### config.mk
export PLATFORM = sky130hd
export DESIGN_NAME = pong_ball_ctrl
export DESIGN_NICKNAME = d
export VERILOG_FILES = /design/src/rtl/vga_pkg.sv /design/src/rtl/frame_tick_gen.sv /design/src/rtl/pong_ball_ctrl.sv
export SDC_FILE = /design/constraint.sdc
export NUM_CORES = 1
export LEC_CHECK = 0
export CELL_PAD_IN_SITES_DETAIL_PLACEMENT = 0
export CELL_PAD_IN_SITES_GLOBAL_PLACEMENT = 2
export CORE_MARGIN = 4
export CORE_UTILIZATION = 25
export CTS_CLUSTER_DIAMETER = 200
export DETAILED_ROUTE_END_ITERATION = 7
export HOLD_SLACK_MARGIN = 0.06
export PLACE_DENSITY = 0.63
export SKIP_LAST_GASP = 1
export SYNTH_ARGS = -nofsm -noshare
export SYNTH_HDL_FRONTEND = slang
export SYNTH_SLANG_ARGS = --single-unit
### constraint.sdc
create_clock -name i_clk -period 6.9 [get_ports i_clk]
set_clock_uncertainty 0.15 [all_clocks]
set_input_delay 1.035 -clock i_clk [delete_from_list [all_inputs] [get_ports i_clk]]
set_output_delay 1.035 -clock i_clk [all_outputs]
set_load 0.02 [all_outputs]
### src/rtl/vga_pkg.sv
// Shared VGA display geometry, ball/bar constants and play-state encoding.
// Constants only; no logic, no latency.
package vga_pkg;

    localparam int H_DISP      = 640;
    localparam int V_DISP      = 480;
    localparam int BALL_SIZE   = 8;
    localparam int BALL_V      = 2;
    localparam int WALL_X_R    = 45;
    localparam int BAR_X_L     = 450;
    localparam int BAR_X_R     = 500;
    localparam int BAR_Y_SIZE  = 50;
    localparam int START_X     = 320;
    localparam int START_Y     = 240;
    localparam int MISS_FRAMES = 60;
    localparam logic [2:0] BALL_RGB = 3'b010;

    typedef enum logic [1:0] {
        ST_IDLE = 2'b00,
        ST_PLAY = 2'b01,
        ST_MISS = 2'b10
    } state_t;

    // 11-bit signed so a step past either screen edge stays representable
    typedef logic signed [10:0] coord_t;

    localparam coord_t C_ZERO       = '0;
    localparam coord_t C_V          = coord_t'(BALL_V);
    localparam coord_t C_Y_MAX      = coord_t'(V_DISP - BALL_SIZE);
    localparam coord_t C_WALL_LIM   = coord_t'(WALL_X_R + 1);
    localparam coord_t C_BALL_M1    = coord_t'(BALL_SIZE - 1);
    localparam coord_t C_BAR_X_L    = coord_t'(BAR_X_L);
    localparam coord_t C_BAR_X_R    = coord_t'(BAR_X_R);
    localparam coord_t C_BAR_H_M1   = coord_t'(BAR_Y_SIZE - 1);
    localparam coord_t C_BAR_BOUNCE = coord_t'(BAR_X_L - BALL_SIZE);
    localparam coord_t C_H_DISP     = coord_t'(H_DISP);

endpackage

### src/rtl/frame_tick_gen.sv
// One-clock frame tick on the rising edge of (pixel_y==TICK_ROW && pixel_x==0).
// Tick is combinational from the pixel inputs; no backpressure.
module frame_tick_gen
    import vga_pkg::*;
#(
    parameter int TICK_ROW = V_DISP + 1
) (
    input  logic       i_clk,
    input  logic       i_rst,
    input  logic [9:0] i_pixel_x,
    input  logic [9:0] i_pixel_y,
    output logic       o_tick
);

    logic w_hit;
    logic r_hit_d;

    assign w_hit = (i_pixel_y == 10'(TICK_ROW)) && (i_pixel_x == 10'd0);

    // edge detect so a pixel pair held for several clocks yields one tick
    always_ff @(posedge i_clk) begin
        if (i_rst) begin
            r_hit_d <= 1'b0;
        end else begin
            r_hit_d <= w_hit;
        end
    end

    assign o_tick = w_hit && !r_hit_d;

endmodule

### src/rtl/pong_ball_ctrl.sv
// Ball position/velocity/play-state owner, updated once per frame tick; ball_on is
// combinational from the pixel inputs, ball_x/ball_y/state/miss are registered.
module pong_ball_ctrl
    import vga_pkg::*;
(
    input  logic       i_clk,
    input  logic       i_rst,
    input  logic [9:0] i_pixel_x,
    input  logic [9:0] i_pixel_y,
    input  logic       i_video_on,
    input  logic [9:0] i_bar_y_t,
    input  logic       i_start,
    output logic       o_ball_on,
    output logic [2:0] o_ball_rgb,
    output logic [9:0] o_ball_x,
    output logic [9:0] o_ball_y,
    output logic       o_miss,
    output logic [1:0] o_state
);

    state_t     r_state, w_state_nxt;
    logic [9:0] r_ball_x, r_ball_y, w_x_nxt, w_y_nxt;
    logic       r_dx_neg, r_dy_neg, w_dx_neg_nxt, w_dy_neg_nxt;
    logic [5:0] r_miss_cnt, w_cnt_nxt;
    logic       r_miss, w_miss_nxt;
    logic       w_tick;

    coord_t w_bx, w_by, w_bar_t, w_xn, w_yn;
    logic   w_dx_neg_n, w_dy_neg_n, w_bar_hit, w_miss_hit;

    frame_tick_gen u_tick (
        .i_clk     (i_clk),
        .i_rst     (i_rst),
        .i_pixel_x (i_pixel_x),
        .i_pixel_y (i_pixel_y),
        .o_tick    (w_tick)
    );

    // candidate motion for this frame: y bounce, then wall, then bar, then miss
    always_comb begin
        w_bx    = coord_t'({1'b0, r_ball_x});
        w_by    = coord_t'({1'b0, r_ball_y});
        w_bar_t = coord_t'({1'b0, i_bar_y_t});

        w_dy_neg_n = r_dy_neg;
        w_yn       = w_by + (r_dy_neg ? -C_V : C_V);
        if (w_yn <= C_ZERO) begin
            w_yn       = C_ZERO;
            w_dy_neg_n = 1'b0;
        end else if (w_yn >= C_Y_MAX) begin
            w_yn       = C_Y_MAX;
            w_dy_neg_n = 1'b1;
        end

        w_dx_neg_n = r_dx_neg;
        w_xn       = w_bx + (r_dx_neg ? -C_V : C_V);
        if (w_xn <= C_WALL_LIM) begin
            w_xn       = C_WALL_LIM;
            w_dx_neg_n = 1'b0;
        end

        w_bar_hit = !w_dx_neg_n
                 && (w_xn + C_BALL_M1 >= C_BAR_X_L)
                 && (w_bx <= C_BAR_X_R)
                 && (w_yn + C_BALL_M1 >= w_bar_t)
                 && (w_yn <= w_bar_t + C_BAR_H_M1);
        if (w_bar_hit) begin
            w_xn       = C_BAR_BOUNCE;
            w_dx_neg_n = 1'b1;
        end

        w_miss_hit = !w_bar_hit && (w_xn + C_BALL_M1 >= C_H_DISP);
    end

    always_comb begin
        w_state_nxt  = r_state;
        w_x_nxt      = r_ball_x;
        w_y_nxt      = r_ball_y;
        w_dx_neg_nxt = r_dx_neg;
        w_dy_neg_nxt = r_dy_neg;
        w_cnt_nxt    = r_miss_cnt;
        w_miss_nxt   = 1'b0;
        if (w_tick) begin
            case (r_state)
                ST_IDLE: begin
                    if (i_start) w_state_nxt = ST_PLAY;
                end
                ST_PLAY: begin
                    w_x_nxt      = w_xn[9:0];
                    w_y_nxt      = w_yn[9:0];
                    w_dx_neg_nxt = w_dx_neg_n;
                    w_dy_neg_nxt = w_dy_neg_n;
                    if (w_miss_hit) begin
                        w_state_nxt = ST_MISS;
                        w_miss_nxt  = 1'b1;
                        w_cnt_nxt   = '0;
                    end
                end
                ST_MISS: begin
                    if (r_miss_cnt == 6'(MISS_FRAMES - 1)) begin
                        w_state_nxt  = ST_IDLE;
                        w_x_nxt      = 10'(START_X);
                        w_y_nxt      = 10'(START_Y);
                        w_dx_neg_nxt = 1'b0;
                        w_dy_neg_nxt = 1'b0;
                    end else begin
                        w_cnt_nxt = r_miss_cnt + 6'd1;
                    end
                end
                default: w_state_nxt = ST_IDLE;
            endcase
        end
    end

    always_ff @(posedge i_clk) begin
        if (i_rst) begin
            r_state    <= ST_IDLE;
            r_ball_x   <= 10'(START_X);
            r_ball_y   <= 10'(START_Y);
            r_dx_neg   <= 1'b0;
            r_dy_neg   <= 1'b0;
            r_miss_cnt <= '0;
            r_miss     <= 1'b0;
        end else begin
            r_state    <= w_state_nxt;
            r_ball_x   <= w_x_nxt;
            r_ball_y   <= w_y_nxt;
            r_dx_neg   <= w_dx_neg_nxt;
            r_dy_neg   <= w_dy_neg_nxt;
            r_miss_cnt <= w_cnt_nxt;
            r_miss     <= w_miss_nxt;
        end
    end

    assign o_ball_on = i_video_on && (r_state != ST_MISS)
                    && (i_pixel_x >= r_ball_x)
                    && ({1'b0, i_pixel_x} <= {1'b0, r_ball_x} + 11'(BALL_SIZE - 1))
                    && (i_pixel_y >= r_ball_y)
                    && ({1'b0, i_pixel_y} <= {1'b0, r_ball_y} + 11'(BALL_SIZE - 1));

    assign o_ball_rgb = BALL_RGB;
    assign o_ball_x   = r_ball_x;
    assign o_ball_y   = r_ball_y;
    assign o_miss     = r_miss;
    assign o_state    = r_state;

endmodule

==> results.tsv, run 1 <==
metric	value	unit
max-cap violation count	0	
die width	145	um
Syn-to-layout area delta	20.3	%
worst relative slew slack	52.8	%
Crit. End Element	register	
Gates resized, CTS repair	0	
largest net degree at the start of global routing	27	
Hold WC Path Type	reg2reg	
met2 wire len	6460	um
register area	641	um^2
DP HPWL	12200	um
Power Dens Cells	86.6	nW/um^2
fillers	1981	
total CTS buffers	5	
Fmax achieved	172	MHz
Final GP Congestion	0.805	
Die ar.	21000	um^2
ANT nets after route	0	
Fin. Hold Viols	0	
Synth area leaders	ha_1 23%, dfxtp_1 14%, xnor2_1 6.6%, a21oi_1 4.5%, inv_1 3.9%	
Diodes inserted	0	
Yosys cell types	80	
Overall Global Routing Usage	14.1	%
routed wire length	14500	um
Initial Util	25.7	%
Synthesis Warnings	0	
Crit path required time	6.91	ns
clock root buffer	clkbuf_16	
Post-CTS Setup Inserts	0	
peak supply drop	80.5	uV
global-route wire length before repair	23900	um
DRT iter0 DRCs	172	
Via Count	4505	
Core Footprint	18200	um^2
clock slew at reported path FFs	0.06	ns
Hold-fix buffers, CTS	0	
initial antenna violation count	0	
Final Cell Area	5630	um^2
Final Max Slew Viols	0	
DR vias/cell	5.13	
Die H	145	um
Final Net Count	772	
share of cells above drive strength 1	4.92	%
most frequent cells in the layout	86 x ha_1, 57 x clkdlybuf4s50_1, 49 x inv_1	
Site Rows	49	
area post-placement	5490	um^2
leading cell type in the layout, fill and taps excluded	ha_1	
Worst EP arrival	5.83	ns
final period utilization	84.4	%
IO buf count	57	
critical-path maximum fanout	11	
Startpoint Class	register	
Syn Area/Cell	7.88	um^2
Post-synth EDFFs	0	
Clock Tree Buf Depth	2	
# IOs	61	
clk sink count	32	
first-pass detailed-route iteration total	4	
met3 routed WL	543	um
asr flop ratio synth	0	%
htree depth	2	
Synth top area share	23.0	%
critical path class	reg2reg	
met1 wire length	7390	um
Skew-Pair Late Insertion Delay	0.28	ns
Worst Tran Pin Value	0.707	ns
Max Used Layer	met4	
GRT overflow	0	
Tmin final	5.82	ns
post-synthesis sequential area ratio	13.7	%
Lkg Pwr	0.00227	uW
#FFs+latches synth	32	
Sum Neg Setup Slack	0	ns
area of the multi-input gates	3800	um^2
status	complete, no violations	
Mapped Cells	594	
Cell Area, Synth	4680	um^2
setup violators final	0	
DRC	0	
RSZ-0062 raised after global routing	false	
TritonCTS clock tree	yes	
area leader, netlist	ha_1	
DR WL/cell	16.5	um
ys flop type	dfxtp_1	
vias in the first global route	4573	
## synthesized netlist by cell type (all sizes together) (8+ instances only)
library cell  number
xnor2             36
nor2b             10
nand4             14
a21oi             43
xor2               8
nand2             45
inv               49
o21ai             29
nand3             23
o21a              12
nor4              12
nor3              21
nor2              35
ha                86
dfxtp             32
nand2b            17
## stage by stage
step | std cells | utilization (%) | setup WS [ns] | power (uW) | hold WS (ns)
final | 879 | 30.9 | 1.08 | 488 | 0.348
after global routing | 879 | 30.9 | 0.564 | 510 | 0.384
after CTS | 879 | 30.9 | 1.11 | 490 | 0.349
after detailed placement | 872 | 30.2 | 1.11 | 281 | 0.344
after global placement | 872 | 30.2 | 1.34 | 280 | 0.335
after floorplan | 598 | - | 1.89 | 242 | 0.319
## state kept, by name (all words and copies together), names as in the netlist
| signal | cells |
|---|---|
| o_miss | 1 |
| o_state | 2 |
| r_dx_neg | 1 |
| r_dy_neg | 1 |
| u_tick.r_hit_d | 1 |
| r_miss_cnt | 6 |
| o_ball_y | 10 |
| o_ball_x | 10 |
## final timing paths
check	start	end	slack [ns]	cells after the start
max	r_dy_neg$_SDFFE_PP0P_	o_ball_x[3]$_SDFFE_PP0P_	1.08	22
max reg2reg	r_dy_neg$_SDFFE_PP0P_	o_ball_x[3]$_SDFFE_PP0P_	1.08	22
min	r_miss_cnt[0]$_SDFFE_PP0P_	r_miss_cnt[0]$_SDFFE_PP0P_	0.35	2
min reg2reg	r_miss_cnt[0]$_SDFFE_PP0P_	r_miss_cnt[0]$_SDFFE_PP0P_	0.35	2
## where the power goes
group | internal (uW) | total [uW] | switching [uW]
sequential | 185 | 185 | 0.0000179
clock | 131 | 211 | 80.3
combinational | 46.3 | 91.4 | 45.1
total | 362 | 488 | 125
## worst max-delay path: stages (launching register included)
cell and delay (ns):
dfxtp_1 0.62, ha_1 0.32, a21oi_1 0.26, o2111ai_1 0.24, a31o_2 0.28, a21oi_1 0.17, xnor2_1 0.19, a41oi_1 0.41
and2_1 0.29, nand2_1 0.13, ha_1 0.26, inv_1 0.09, o2111ai_1 0.13, nor2_1 0.19, xor2_1 0.18, ha_1 0.28
a2111oi_0 0.41, a21oi_1 0.13, o211ai_1 0.21, a211oi_2 0.08, nor3b_1 0.19, o2bb2ai_1 0.18, o31a_1 0.30
## metal layers
layer	up-vias	global-route usage, %
met2	74	23.3
met3	7	1.58
met5	-	0
met1	2123	20.3
met4	0	1.87
li1	2301	-
## kinds of logic (layout without fill, tap and decap cells)
family                     after synthesis  in the layout  synth area share (%)
adders and majority gates               88             88                  23.9
AOI/OAI and AO/OA                      159            159                  24.7
xor gates and xnor gates                44             44                  8.40
DFF                                     32             32                  13.7
other                                    2              6                 0.161
muxes                                    1              1                 0.214
buffers and inverters                   62            114                  5.30
and+or+nand+nor                        206            206                  23.7
## cell type report
cell class	count	share of cell area (%)
clock inverter	1	0.0889
clock buffer	6	2.29
inverter	49	3.27
tap	229	5.09
multi-input combinational	504	67.6
timing repair buffer	58	10.3
sequential	32	11.4
No activity file was read; power rests on OpenSTA's default activity.
==> inputs of run 2 (changes only) <==
Clock period 6.9 ns to 5.4 ns, I/O delays scaled along.
==> run 2 against run 1 <==
- sequential share of layout area decreased by 0.38 points
- total power increased by 45%
- core utilization increased by 1.3 points
- global-route usage increased by 0.43 points
- routed wire length increased by 3.2%
- worst hold slack improved by 0.0049 ns
- final cell count increased by 2.3%
- fmax increased by 16%
- critical endpoint is now o_ball_x[0]$_SDFFE_PP0P_
- largest cell class unchanged
- largest power group unchanged
==> results.tsv, run 2 (synthesis gave the netlist of run 1 again) <==
metric	value	unit	change
status	complete, no violations		unchanged
Final Net Count	791		was 772
register area	646	um^2	was 641 um^2
DRC	0		unchanged
vias in the first global route	4656		was 4573
Final Cell Area	5870	um^2	was 5630 um^2
global-route wire length before repair	24500	um	was 23900 um
DR vias/cell	5.09		was 5.13
total CTS buffers	5		unchanged
Site Rows	49		unchanged
leading cell type in the layout, fill and taps excluded	ha_1		unchanged
worst relative slew slack	51.6	%	was 52.8%
most frequent cells in the layout	86 x ha_1, 57 x clkdlybuf4s50_1, 49 x inv_1		unchanged
Diodes inserted	0		unchanged
largest net degree at the start of global routing	27		unchanged
Power Dens Cells	120	nW/um^2	was 86.6 nW/um^2
Fin. Hold Viols	0		unchanged
final period utilization	92.7	%	was 84.4%
post-layout util	32.2	%	was 30.9%
share of cells above drive strength 1	9.40	%	was 4.92%
IO buf count	57		unchanged
Logic pwr share	16.8	%	was 18.7%
Die H	145	um	unchanged
setup violators final	0		unchanged
fillers	1918		was 1981
clk sink count	32		unchanged
Power Total	705	uW	was 488 uW
Syn-to-layout area delta	25.4	%	was 20.3%
Flop pwr share	33.4	%	was 37.9%
clock slew at reported path FFs	0.05	ns	was 0.06 ns
DP HPWL	12700	um	was 12200 um
Core Footprint	18200	um^2	unchanged
Worst EP arrival	5.02	ns	was 5.83 ns
Initial Util	25.7	%	unchanged
Via Count	4572		was 4505
DR WL/cell	16.6	um	was 16.5 um
ANT nets after route	0		unchanged
die width	145	um	unchanged
critical path class	reg2reg		unchanged
Crit path required time	5.42	ns	was 6.91 ns
GRT overflow	0		unchanged
TritonCTS clock tree	yes		unchanged
area of the multi-input gates	3850	um^2	was 3800 um^2
slack of the critical path	0.392	ns	was 1.08 ns
# placed instances	891		was 872
Post-CTS Setup Inserts	0		unchanged
max-cap violation count	0		unchanged
# IOs	61		unchanged
Skew-Pair Late Insertion Delay	0.28	ns	about the same
htree depth	2		unchanged
peak supply drop	97.3	uV	was 80.5 uV
Crit. End Element	register		unchanged
clock root buffer	clkbuf_16		unchanged
Startpoint Class	register		unchanged
internal power	538	uW	was 362 uW
critical-path maximum fanout	11		unchanged
area post-placement	5640	um^2	was 5490 um^2
Sw Pwr	166	uW	was 125 uW
Clock power frac	49.8	%	was 43.4%
first-pass detailed-route iteration total	4		unchanged
Die ar.	21000	um^2	unchanged
Sw Share	23.6	%	was 25.7%
Hold WC Path Type	reg2reg		unchanged
routed wire length	15000	um	was 14500 um
DRT iter0 DRCs	218		was 172
fin cells	899		was 879
Hold-fix buffers, CTS	0		unchanged
Lkg Pwr	0.00239	uW	was 0.00227 uW
Final Max Slew Viols	0		unchanged
Overall Global Routing Usage	14.5	%	was 14.1%
Tmin final	5.01	ns	was 5.82 ns
Worst Tran Pin Value	0.724	ns	was 0.707 ns
Fmax achieved	200	MHz	was 172 MHz
Final GP Congestion	0.897		was 0.805
Clock Tree Buf Depth	2		unchanged
initial antenna violation count	0		unchanged
Place WS	0.103	ns	was 1.11 ns
## run 2: cell count changes in the layout (fill, tap and decap cells not counted), sizes merged
cell,before,now
buf,1,20
bufinv,0,1
clkbuf,6,7
clkinv,1,0
## run 2: worst paths after layout
path                              start                          to  slack (ns)  cells after the start
max               r_dy_neg$_SDFFE_PP0P_    o_ball_x[0]$_SDFFE_PP0P_        0.39                     24
min          r_miss_cnt[1]$_SDFFE_PP0P_  r_miss_cnt[1]$_SDFFE_PP0P_        0.35                      2
max reg2reg       r_dy_neg$_SDFFE_PP0P_    o_ball_x[0]$_SDFFE_PP0P_        0.39                     24
min reg2reg  r_miss_cnt[1]$_SDFFE_PP0P_  r_miss_cnt[1]$_SDFFE_PP0P_        0.35                      2
## run 2: repair_timing
item,CTS,global route
gates resized for setup,0,13
setup endpoints to repair,0,20
hold endpoints to repair,0,0
## run 2: worst max-delay path, cell delays in order (launching register included)
cell and delay, ns:
dfxtp_4 0.39, ha_1 0.39, nand3_1 0.10, o211ai_1 0.25
nor2_1 0.09, xnor2_1 0.37, nand2_1 0.11, o31a_1 0.27
and2_4 0.18, nand2_1 0.12, ha_1 0.18, inv_1 0.06
o2111ai_1 0.22, nor2_2 0.07, a31o_2 0.25, ha_1 0.29
o21ai_0 0.09, nand2b_1 0.08, a21oi_1 0.07, a21oi_1 0.12
o211ai_1 0.11, a211oi_2 0.27, and2_1 0.21, nand2_2 0.15
a32o_1 0.30
## run 2: power by group through the flow
stage	registers [uW]	logic (uW)	clock network, uW
3_5_place_dp	241	118	0
3_3_place_gp	241	116	0
4_1_cts	236	119	357
2_1_floorplan	241	67.9	0
6_report	236	118	351
5_1_grt	235	135	369
## run 2: stage by stage
| stage | hold WS, ns | TNS (ns) |
|---|---|---|
| after CTS | 0.352 | 0 |
| after global routing | 0.381 | -0.0355 |
| after global placement | 0.336 | 0 |
| after detailed placement | 0.343 | 0 |
| final | 0.353 | 0 |
| after floorplan | 0.319 | 0 |
## run 2: area by class of cell
class	instances	share of cell area, %
Clock inverter	1	0.512
Sequential cell	32	11.0
Timing Repair Buffer	77	12.3
Tap cell	229	4.88
Clock buffer	7	2.60
Inverter	49	3.13
Multi-Input combinational cell	504	65.6
## run 2: layer usage
metal | global-route usage, % | part of all wire, % | vias to the layer above
met5 | 0 | 0 | -
li1 | - | - | 2340
met3 | 1.51 | 2.7 | 10
met4 | 2.60 | 1.0 | 0
met1 | 20.7 | 51 | 2163
met2 | 23.9 | 46 | 59
==> inputs of run 3 (changes only) <==
Settings changed: PLACE_DENSITY 0.63 to 0.66.
Clock period 5.4 ns to 4.5 ns, I/O delays scaled along.
==> run 3 against run 2 <==
- sequential power grew 19%
- final area up 12%
- the flow now finishes with violations (negative setup slack)
- largest power group unchanged
- highest routed layer unchanged
- die area did not move
- via count up 7.2%
==> results.tsv, run 3 (synthesis gave the netlist of run 1 again) <==
metric	value	unit	change
final period utilization	106	%	was 92.7%
Lkg Pwr	0.00279	uW	was 0.00239 uW
Clock power frac	43.5	%	was 49.8%
GRT overflow	0		unchanged
Startpoint Class	register		unchanged
ANT nets after route	0		unchanged
largest net degree at the start of global routing	27		unchanged
post-layout util	36.2	%	was 32.2%
Core Footprint	18200	um^2	unchanged
Final GP Congestion	0.860		was 0.897
share of cells above drive strength 1	22.9	%	was 9.40%
area post-placement	6260	um^2	was 5640 um^2
status	finished, violations left		was complete, no violations
Sw Share	26.6	%	was 23.6%
global-route wire length before repair	25100	um	was 24500 um
Flop pwr share	36.6	%	was 33.4%
critical-path maximum fanout	7		was 11
htree depth	2		unchanged
max-cap violation count	0		unchanged
worst relative slew slack	66.2	%	was 51.6%
DR WL/cell	15.9	um	was 16.6 um
Place WS	-0.255	ns	was 0.103 ns
Crit path required time	4.51	ns	was 5.42 ns
Syn-to-layout area delta	41.0	%	was 25.4%
TritonCTS clock tree	yes		unchanged
DP HPWL	13200	um	was 12700 um
vias in the first global route	4968		was 4656
Clock Tree Buf Depth	2		unchanged
Final Max Slew Viols	0		unchanged
DRT iter0 DRCs	150		was 218
Overall Global Routing Usage	14.9	%	was 14.5%
Power Dens Cells	117	nW/um^2	was 120 nW/um^2
Tmin final	4.79	ns	was 5.01 ns
Sw Pwr	205	uW	was 166 uW
# IOs	61		unchanged
Diodes inserted	0		unchanged
clock slew at reported path FFs	0.06	ns	was 0.05 ns
Via Count	4900		was 4572
die width	145	um	unchanged
Worst EP arrival	4.81	ns	was 5.02 ns
Worst Tran Pin Value	0.503	ns	was 0.724 ns
leading cell type in the layout, fill and taps excluded	buf_4		was ha_1
internal power	566	uW	was 538 uW
Hold Worst Slack	0.363	ns	was 0.353 ns
IO buf count	57		unchanged
Skew-Pair Late Insertion Delay	0.28	ns	about the same
RSZ-0062 raised after global routing	true		
Initial Util	25.7	%	unchanged
DR vias/cell	4.99		was 5.09
clk sink count	32		unchanged
total CTS buffers	5		unchanged
clock root buffer	clkbuf_16		unchanged
slack of the critical path	-0.291	ns	was 0.392 ns
Logic pwr share	19.9	%	was 16.8%
Hold-fix buffers, CTS	0		unchanged
first-pass detailed-route iteration total	4		unchanged
routed wire length	15600	um	was 15000 um
critical path class	reg2reg		unchanged
Final Cell Area	6600	um^2	was 5870 um^2
Final Net Count	873		was 791
Site Rows	49		unchanged
Die H	145	um	unchanged
Crit. End Element	register		unchanged
Hold WC Path Type	reg2reg		unchanged
most frequent cells in the layout	102 x buf_4, 82 x ha_1, 56 x clkdlybuf4s50_1		was 86 x ha_1, 57 x clkdlybuf4s50_1, 49 x inv_1
Die ar.	21000	um^2	unchanged
Fin. Hold Viols	0		unchanged
setup violators final	20		was 0
initial antenna violation count	0		unchanged
peak supply drop	97.2	uV	was 97.3 uV
DRC	0		unchanged
violated checks	negative setup slack		
Fmax achieved	209	MHz	was 200 MHz
run 3: worst paths after layout:
kind | slack, ns | cells past startpoint | start | endpoint
max | -0.29 | 23 | r_dy_neg$_SDFFE_PP0P_ | o_ball_x[9]$_SDFFE_PP0P_
min | 0.36 | 2 | r_miss_cnt[0]$_SDFFE_PP0P_ | r_miss_cnt[0]$_SDFFE_PP0P_
max reg2reg | -0.29 | 23 | r_dy_neg$_SDFFE_PP0P_ | o_ball_x[9]$_SDFFE_PP0P_
min reg2reg | 0.36 | 2 | r_miss_cnt[0]$_SDFFE_PP0P_ | r_miss_cnt[0]$_SDFFE_PP0P_
run 3: worst max-delay path: stages, from the launching register on:
cell and delay (ns):
dfxtp_4 0.38, fa_2 0.38, a21oi_2 0.18, o211ai_1 0.12, nor4_1 0.24, nor3_1 0.09, xnor2_1 0.22, buf_4 0.16
a41oi_2 0.13, buf_4 0.17, buf_4 0.12, buf_4 0.13, a21bo_2 0.23, inv_1 0.10, ha_1 0.20, a211o_1 0.28
a21oi_1 0.13, a221o_1 0.16, a221oi_1 0.08, buf_4 0.18, a211oi_2 0.26, and2_4 0.22, nand2_4 0.07, a32o_1 0.27
run 3: stage by stage:
| step | total power (uW) | cells | setup TNS (ns) |
|---|---|---|---|
| after global routing | 813 | 981 | -9.84 |
| after floorplan | 371 | 598 | -0.502 |
| after detailed placement | 438 | 964 | -3.12 |
| after CTS | 780 | 979 | -1.69 |
| final | 771 | 981 | -4.00 |
| after global placement | 434 | 964 | -2.22 |
run 3: layer usage:
| layer | up-vias | track usage [%] | part of all wire (%) |
|---|---|---|---|
| li1 | 2501 | - | - |
| met1 | 2309 | 20.3 | 49 |
| met3 | 12 | 1.68 | 2.8 |
| met5 | - | 0 | 0 |
| met4 | 0 | 1.72 | 0.78 |
| met2 | 78 | 26.0 | 47 |
run 3: final cells by class:
type	instances	area, um^2
flip-flops and latches	32	654
multi-input cells	504	3990
inverters	49	186
clock buffers	5	125
well taps	229	287
clock inverters	3	18.8
repair buffers	159	1330
fillers	1897	11600
run 3: what timing repair did:
action | in CTS | in global routing
pin swaps | 18 | 21
setup endpoints to repair | 21 | 21
endpoints found under the hold margin | 0 | 0
gates resized for setup | 20 | 11
buffers inserted | 7 | 2
run 3: power by group through the flow:
stage,sequential (uW),clock (uW),combinational (uW)
2_1_floorplan,288,0,82.6
3_3_place_gp,288,0,146
3_5_place_dp,288,0,149
4_1_cts,282,345,152
5_1_grt,282,359,173
6_report,282,335,153
